**src/rtl/fifo_arb_pkg.sv**
```systemverilog
// Shared types and helpers for the FIFO write-side arbiter and its read-side companions.
package fifo_arb_pkg;

  typedef enum logic {ARB_IDLE, ARB_LOCKED} arb_state_e;

  localparam int unsigned MAX_FIFO_W = 72;

  // Width of a source-id tag; a single source still carries a 1-bit tag.
  function automatic int unsigned id_width(input int unsigned n);
    return (n <= 1) ? 1 : $clog2(n);
  endfunction

endpackage

```
**src/rtl/fifo_write_arbiter_rr_picker.sv**
```systemverilog
// Combinational cyclic priority search: first set request at or after ptr, wrapping.
module rr_picker
  import fifo_arb_pkg::*;
#(
  parameter int unsigned N  = 4,
  parameter int unsigned IW = id_width(N)
) (
  input  logic [N-1:0]  req,
  input  logic [IW-1:0] ptr,
  output logic          found,
  output logic [IW-1:0] idx
);

  always_comb begin
    logic [IW:0] cand;
    found = 1'b0;
    idx   = '0;
    cand  = '0;
    for (int unsigned i = 0; i < N; i++) begin
      cand = {1'b0, ptr} + (IW+1)'(i);
      if (cand >= (IW+1)'(N)) cand = cand - (IW+1)'(N);
      if (!found && req[cand[IW-1:0]]) begin
        found = 1'b1;
        idx   = cand[IW-1:0];
      end
    end
  end

endmodule

```
**src/rtl/fifo_write_arbiter.sv**
```systemverilog
// Round-robin burst arbiter sharing one FIFO write port; entries are tagged {src_id, last, data}.
module fifo_write_arbiter
  import fifo_arb_pkg::*;
#(
  parameter int unsigned NUM_REQ    = 4,
  parameter int unsigned DATA_WIDTH = 32,
  parameter int unsigned MAX_BURST  = 16,
  parameter int unsigned ID_W       = id_width(NUM_REQ),
  parameter int unsigned FIFO_W     = DATA_WIDTH + ID_W + 1
) (
  input  logic                                 clk,
  input  logic                                 rst,
  input  logic [NUM_REQ-1:0]                   req_valid,
  input  logic [NUM_REQ-1:0]                   req_last,
  input  logic [NUM_REQ-1:0][DATA_WIDTH-1:0]   req_data,
  output logic [NUM_REQ-1:0]                   req_ready,
  output logic [FIFO_W-1:0]                    fifo_wdata,
  output logic                                 fifo_wen,
  input  logic                                 fifo_wready,
  input  logic                                 fifo_werr,
  output logic                                 busy,
  output logic [ID_W-1:0]                      cur_id,
  output logic                                 err
);

  localparam int unsigned CNT_W = (MAX_BURST > 1) ? $clog2(MAX_BURST) : 1;
  localparam logic [CNT_W-1:0] LAST_BEAT = CNT_W'(MAX_BURST - 1);

  if (FIFO_W > MAX_FIFO_W) begin : g_chk_fifo_w
    $error("fifo_write_arbiter: FIFO_W=%0d exceeds %0d", FIFO_W, MAX_FIFO_W);
  end
  if (FIFO_W != DATA_WIDTH + ID_W + 1) begin : g_chk_fifo_w_sum
    $error("fifo_write_arbiter: FIFO_W must equal DATA_WIDTH+ID_W+1");
  end
  if (NUM_REQ < 1 || MAX_BURST < 1) begin : g_chk_params
    $error("fifo_write_arbiter: NUM_REQ and MAX_BURST must be >= 1");
  end

  arb_state_e        r_state;
  arb_state_e        w_state_nxt;
  logic [ID_W-1:0]   r_rr_ptr;
  logic [ID_W-1:0]   r_grant_id;
  logic [CNT_W-1:0]  r_beat_cnt;
  logic              r_err;

  logic              w_found;
  logic [ID_W-1:0]   w_pick;
  logic              w_gvalid;
  logic              w_glast;
  logic [DATA_WIDTH-1:0] w_gdata;
  logic              w_burst_end;
  logic [ID_W-1:0]   w_rr_nxt;

  rr_picker #(
    .N  (NUM_REQ),
    .IW (ID_W)
  ) u_picker (
    .req   (req_valid),
    .ptr   (r_rr_ptr),
    .found (w_found),
    .idx   (w_pick)
  );

  assign w_gvalid = req_valid[r_grant_id];
  assign w_glast  = req_last[r_grant_id];
  assign w_gdata  = req_data[r_grant_id];
  assign w_rr_nxt = (r_grant_id == ID_W'(NUM_REQ - 1)) ? '0 : r_grant_id + ID_W'(1);

  // Handshake outputs are masked by rst so nothing is written on the reset cycle.
  always_comb begin
    w_state_nxt = r_state;
    req_ready   = '0;
    fifo_wen    = 1'b0;
    w_burst_end = 1'b0;
    unique case (r_state)
      ARB_IDLE: begin
        if (w_found) w_state_nxt = ARB_LOCKED;
      end
      ARB_LOCKED: begin
        req_ready[r_grant_id] = fifo_wready & ~rst;
        fifo_wen              = w_gvalid & fifo_wready & ~rst;
        if (fifo_wen && (w_glast || r_beat_cnt == LAST_BEAT)) begin
          w_burst_end = 1'b1;
          w_state_nxt = ARB_IDLE;
        end
      end
      default: w_state_nxt = ARB_IDLE;
    endcase
  end

  always_ff @(posedge clk) begin
    if (rst) begin
      r_state    <= ARB_IDLE;
      r_rr_ptr   <= '0;
      r_grant_id <= '0;
      r_beat_cnt <= '0;
      r_err      <= 1'b0;
    end else begin
      r_state <= w_state_nxt;
      if (r_state == ARB_IDLE && w_found) r_grant_id <= w_pick;
      if (w_burst_end) begin
        r_beat_cnt <= '0;
        r_rr_ptr   <= w_rr_nxt;
      end else if (fifo_wen) begin
        r_beat_cnt <= r_beat_cnt + CNT_W'(1);
      end
      if (fifo_werr || (fifo_wen && !fifo_wready)) r_err <= 1'b1;
    end
  end

  assign fifo_wdata = {r_grant_id, w_glast, w_gdata};
  assign busy       = (r_state == ARB_LOCKED);
  assign cur_id     = r_grant_id;
  assign err        = r_err;

endmodule
```
**config.mk**
```make
export PLATFORM = sky130hd
export DESIGN_NAME = fifo_write_arbiter
export DESIGN_NICKNAME = d
export VERILOG_FILES = /design/src/rtl/fifo_arb_pkg.sv /design/src/rtl/fifo_write_arbiter_rr_picker.sv /design/src/rtl/fifo_write_arbiter.sv
export SDC_FILE = /design/constraint.sdc
export NUM_CORES = 1
export LEC_CHECK = 0
export CORE_MARGIN = 2
export CORE_UTILIZATION = 28
export CTS_CLUSTER_SIZE = 20
export DETAILED_ROUTE_END_ITERATION = 12
export HOLD_SLACK_MARGIN = 0.06
export PLACE_DENSITY = 0.87
export REMOVE_ABC_BUFFERS = 1
export SETUP_SLACK_MARGIN = 0.4
export SLEW_MARGIN = 20
export SYNTH_ARGS = -nofsm -noshare
export SYNTH_HDL_FRONTEND = slang
export SYNTH_HIERARCHICAL = 1
export SYNTH_SLANG_ARGS = --single-unit
```
**constraint.sdc**
```tcl
create_clock -name clk -period 3 [get_ports clk]
set_input_delay 0.3 -clock clk [delete_from_list [all_inputs] [get_ports clk]]
set_output_delay 0.3 -clock clk [all_outputs]
set_load 0.02 [all_outputs]
```
* Word level (Yosys, flattened, before mapping)
Index checks and enable logic that the tools add are counted.
W data, S select, Z words.
** Operators by class
- Eq/ne operators :: 2
- $add $sub $neg :: 9
- Bitwise operators :: 6
- Order comparisons :: 10
- Reduce and logical (&&, ||, !) cells :: 14
- Muxes and demuxes :: 36
** Operator list (number)
- $bmux W32 S2 :: 1
- $mux W32 :: 1
- $mux W2 :: 9
- $mux W1 :: 16
- $lt A2 B3 Y1 const B :: 5
- $bmux W1 S2 :: 6
- $ge A3 B3 Y1 const B :: 3
- $sub A2 B1 Y2 const B :: 4
- $logic_and A1 B1 Y1 :: 7
- $add A2 B2 Y3 const B :: 2
- $add A4 B1 Y4 const B :: 1
- $and A4 B4 Y4 :: 1
- $eq A4 B4 Y1 const B :: 1
- $logic_not A1 Y1 :: 4
- $mux W4 :: 1
- $add A2 B1 Y3 const B :: 1
- $and A1 B1 Y1 :: 3
- $ge A2 B3 Y1 const B :: 1
- $add A2 B1 Y2 const B :: 1
- $demux W1 S2 :: 1
- $eq A2 B2 Y1 const B :: 1
- $ge A2 B1 Y1 const B :: 1
- $logic_or A1 B1 Y1 :: 2
- $not A1 Y1 :: 2
- 2 further kinds :: 2
** Word-level totals
- Register bits after elaboration :: 10
- Word-level logic and storage cells :: 82

* Logic depth before layout (Yosys ltp)
- Depth in word-level cells :: 16
- Mapped depth :: 5
- Depth with buffers taken out :: 5

* Cells and area by module
Netlist, hierarchy kept.
** By module, submodules not included
- fifo_write_arbiter :: cells each 103, area an instance 1371.3 um2, instances 1, seq. area each 200.2 um2
- rr_picker :: cells each 15, area an instance 77.6 um2, instances 1, seq. area each 0.0 um2

* Worst setup path after synthesis
Ideal clock, no wire load.
- Kind :: register to register
- Start :: register r_grant_id[0], in the netlist cur_id[0]
- End :: register r_rr_ptr[0]
- Arrival time :: 1873 ps
- Data required time :: 2879 ps
- Library setup time :: 121 ps
- Stages on the path, launching flop included :: 5
- Period minus slack after synthesis :: 1993 ps
- Setup slack :: 1007 ps
- Path through :: dfxtp_1 > buf_6 > mux4_2 > o211ai_1 > mux2_2
** On the way
- Elaborated cells between the ends (all ways) :: 13
- Those cells by class :: add/sub (1); eq/ne (1); mux (7); bitwise (2); reduce/logical (2)
** RTL lines
- start: declaration :: line fifo_write_arbiter.sv:42 : logic [ID_W-1:0] r_grant_id;
- start signal: assignment :: line fifo_write_arbiter.sv:100 : if (r_state == ARB_IDLE && w_found) r_grant_id <= w_pick;
- $bmux W1 S2 :: line fifo_write_arbiter.sv:65 : assign w_glast = req_last[r_grant_id];
- $mux W1 (implied by the code) :: line fifo_write_arbiter.sv:65
- net w_glast :: line fifo_write_arbiter.sv:49 : logic w_glast;
- $logic_or A1 B1 Y1 :: line fifo_write_arbiter.sv:82 : if (fifo_wen && (w_glast || r_beat_cnt == LAST_BEAT)) begin
- $logic_and A1 B1 Y1 :: line fifo_write_arbiter.sv:82
- $mux W1 :: line fifo_write_arbiter.sv:82
- $mux W1 :: line fifo_write_arbiter.sv:75 : unique case (r_state)
- end signal: assignment :: line fifo_write_arbiter.sv:103 : r_rr_ptr <= w_rr_nxt;
- end: declaration :: line fifo_write_arbiter.sv:41 : logic [ID_W-1:0] r_rr_ptr;
The timed path passes the listed nets, and every way through them passes these cells. The select of a mux whose other input is x is not followed.
A chain may end at the register's enable or synchronous reset.

* Worst setup path after layout
- Start :: register r_grant_id[0], in the netlist cur_id[0]
- End :: output port fifo_wen
** On the way
- Longest elaborated chain between the ends :: 5
** Ends and longest elaborated chain
- $bmux W1 S2 :: line fifo_write_arbiter.sv:64 : assign w_gvalid = req_valid[r_grant_id];
- $mux W1 (implied by the code) :: line fifo_write_arbiter.sv:64
- $and A1 B1 Y1 (2 in series) :: line fifo_write_arbiter.sv:81 : fifo_wen = w_gvalid & fifo_wready & ~rst;
- $mux W1 :: line fifo_write_arbiter.sv:75
- end: declaration :: line fifo_write_arbiter.sv:18 : output logic fifo_wen,
No other way between the ends. The select of a mux whose other input is x is not followed.

==> summary.md <==
| Metric | Value |
|---|---|
| Area of the die | `0.005766 mm^2` |
| Worst Skew | `0.001216 ns` |
| Hpwl dp | `6164 um` |
| Tmin final | `2.489 ns` |
| Psw | `0.2308 mW` |
| Mapped Area | `0.001449 mm^2` |
| Period utilization | `0.8298` |
| Worst-Margin Slew | `0.3892 ns` |
| Share of layout cells above drive strength 1 | `0.1616` |
| Leading area contributor after synthesis | `mux4_2` |
| Cts hold-fix bufs | `0` |
| Arr. time, crit path | `2.19 ns` |
| CP required | `2.70 ns` |
| Initial Utilization | `0.2873` |
| Leak pwr | `1.227 nW` |
| Largest net degree at the start of global routing | `18` |
| Final wirelength | `7181 um` |
| Max clock buf depth | `2` |
| CTS buffer count | `3` |
| Xor and xnor fraction of the mapped netlist area | `0` |
| Mean routed wirelength per cell | `19.57 um` |
| Part of the power in the clock network | `0.203` |
| Synth Area in Adders | `0.04318` |
| WS Path Type | `reg2out` |
| Commonest cells post-synth | `mux4_2, dfxtp_1, inv_1` |
| Worst-path clk slew | `0.05 ns` |
| Crit start category | `flop` |
| Post-Synth Simple-Gate Area | `0.1071` |
| Max-Cap Viols | `0` |
| GRT Total Usage | `0.2475` |
| CP top delay family | `multiplexers` |
| H-tree depth | `1` |
| RSZ-0062 raised after global routing | `false` |
| R2R setup slack | `0.77 ns` |
| Dpl cells | `363` |
| Placer Congestion | `0.8757` |
| Fin nets | `443` |
| Final WS setup | `0.5105 ns` |
| I/O pin count | `184` |
| Sw Share | `0.2838` |
| DR vias | `1885` |
| CP max stage cell | `mux4_2` |
| CP Max Fanout | `12` |
| Initial antenna violation count | `0` |
| Core area | `0.005042 mm^2` |
| Largest family of logic cells by synthesized area | `multiplexers` |
| Number of synthesized flops with an enable pin | `0` |
| Chip Width | `75.94 um` |
| Cell Pwr Density | `237.9 mW/mm^2` |
| Top_reg_cell synth | `dfxtp_1` |
| Post-synth top area share | `0.5130` |
| Post-Place Setup Slack | `0.6095 ns` |
| Worst VDD drop | `0.3261 mV` |
| Crit path largest cell delay | `0.62 ns` |
| Die Height | `75.94 um` |
| Synth Area per Inst | `12.28 um^2` |
| Cell Int Power | `0.5822 mW` |
| Layout Utilization | `0.6777` |
| Vias in the first global route | `2003` |
| PortBufs | `183` |
| Complex-gate fraction of the synthesized area | `0.07858` |
| Fmax | `0.4017 GHz` |
| GRT overflow | `0` |
| Root Driver | `clkbuf_8` |
| Leading post-synthesis cells by cell area | `mux4_2, dfxtp_1, ha_1` |
| Starting DRT DRC Count | `52` |
| Count leader, synth | `mux4_2` |
| # diodes | `0` |
| Core Rows | `26` |
| Warnings from Yosys | `6` |
| Remaining DRCs | `0` |
| # resized after CTS | `0` |
| Hold crit path type | `reg2reg` |
| Clk sinks | `10` |
| Slew headroom | `0.7406` |
| Setup crit end kind | `output port` |
| Crit-path cells | `mux4_2 -> and2_1 -> clkdlybuf4s50_1` |
| Drt pass-1 iters | `4` |
| Clk Latency, worst-skew pair | `0.23 ns` |
| Cell variety after synth | `35` |
| Post-synthesis cell count | `118` |
| Minimum hold slack | `0.4661 ns` |
| # Post-CTS Setup Buffers | `0` |
| Reg power frac | `0.183` |
| Vias/cell | `5.136` |
| Final cell count without fillers | `367` |
| Final setup viols | `0` |
| Number of fill cells | `386` |
| Area grow syn2layout | `135.8%` |
| Async SR Flop Fraction | `0` |
| Number of synthesized register bits | `10` |
| Max Slew Vio Count | `0` |
| Setup tns final | `0 ns` |
| Final hold vios | `0` |
| Outcome | `finished, final reports clean` |
| Buf/Inv on CP | `1` |
| Multiplexer share of the synthesized area | `0.5604` |
| Post-route ant nets | `0` |
| First-pass GRT wire length | `11110 um` |
| Comb pwr share | `0.614` |
| CTS tree | `done` |
| Sequential fraction of the synthesis area | `0.1382` |
-- layout make-up --
type                            count  area (um^2)  share of cell area
Sequential cell                    10        202.7             0.05932
Tap cell                           70        87.58             0.02563
Clock buffer                        4        55.05             0.01611
Timing Repair Buffer              188         1894              0.5544
Multi-Input combinational cell     86         1144              0.3347
Inverter                            9        33.78            0.009886
-- cell families (layout without fill, tap and decap cells) --
logic type / Yosys count / in the layout
muxes: 38 / 38
and+or+nand+nor: 28 / 28
buffers and inverters: 22 / 201
AOI/OAI and AO/OA: 15 / 15
DFF: 10 / 10
adders and majority gates: 5 / 5
-- metrics by stage --
stage,cell area (um^2),power (mW)
finish,3417,0.8130
global route,3417,0.8488
CTS,3417,0.8178
detailed placement,3362,0.6509
global placement,3362,0.6412
floorplan,1378,0.3384
-- cells in the final DEF (no fill, tap or decap), drive strengths merged, types with 3 or more instances in the layout --
master,count
clkdlybuf4s50,183
mux4,34
dfxtp,10
inv,9
nor2,7
and2,5
ha,5
buf,5
clkbuf,4
a21oi,4
nand2,3
nor2b,3
o211ai,3
-- metal layers --
| layer | part of all wire | up-vias | track usage | wire length [um] |
|---|---|---|---|---|
| li1 | - | 840 | - | - |
| met1 | 0.36 | 893 | 0.2736 | 2603 |
| met2 | 0.51 | 130 | 0.4438 | 3653 |
| met3 | 0.10 | 22 | 0.09524 | 751 |
| met4 | 0.024 | 0 | 0.06727 | 172 |
| met5 | 0 | - | 0 | 0 |
-- power groups by stage --
stage	combinational, mW	clock, mW	sequential [mW]
3_5_place_dp	0.499	0	0.151
4_1_cts	0.501	0.168	0.149
3_3_place_gp	0.490	0	0.151
5_1_grt	0.526	0.173	0.150
2_1_floorplan	0.171	0	0.168
6_report	0.499	0.165	0.149
-- registers in the layout (all words and copies together) (netlist names) --
register	count
cur_id	2
r_rr_ptr	2
err	1
busy	1
r_beat_cnt	4
-- worst paths after layout --
check | from | to | depth (start not counted)
max reg2reg | cur_id[0] | r_rr_ptr[0] | 4
min reg2reg | err | err | 2
min | err | err | 2
max | cur_id[0] | fifo_wen | 3
-- worst register-to-register path, stage by stage (launching register included) --
cell and delay [ns]:
dfxtp_2 0.56, buf_12 0.22, mux4_2 0.58, o211ai_1 0.37, mux2_2 0.38
(Power assumes the default switching activity.)
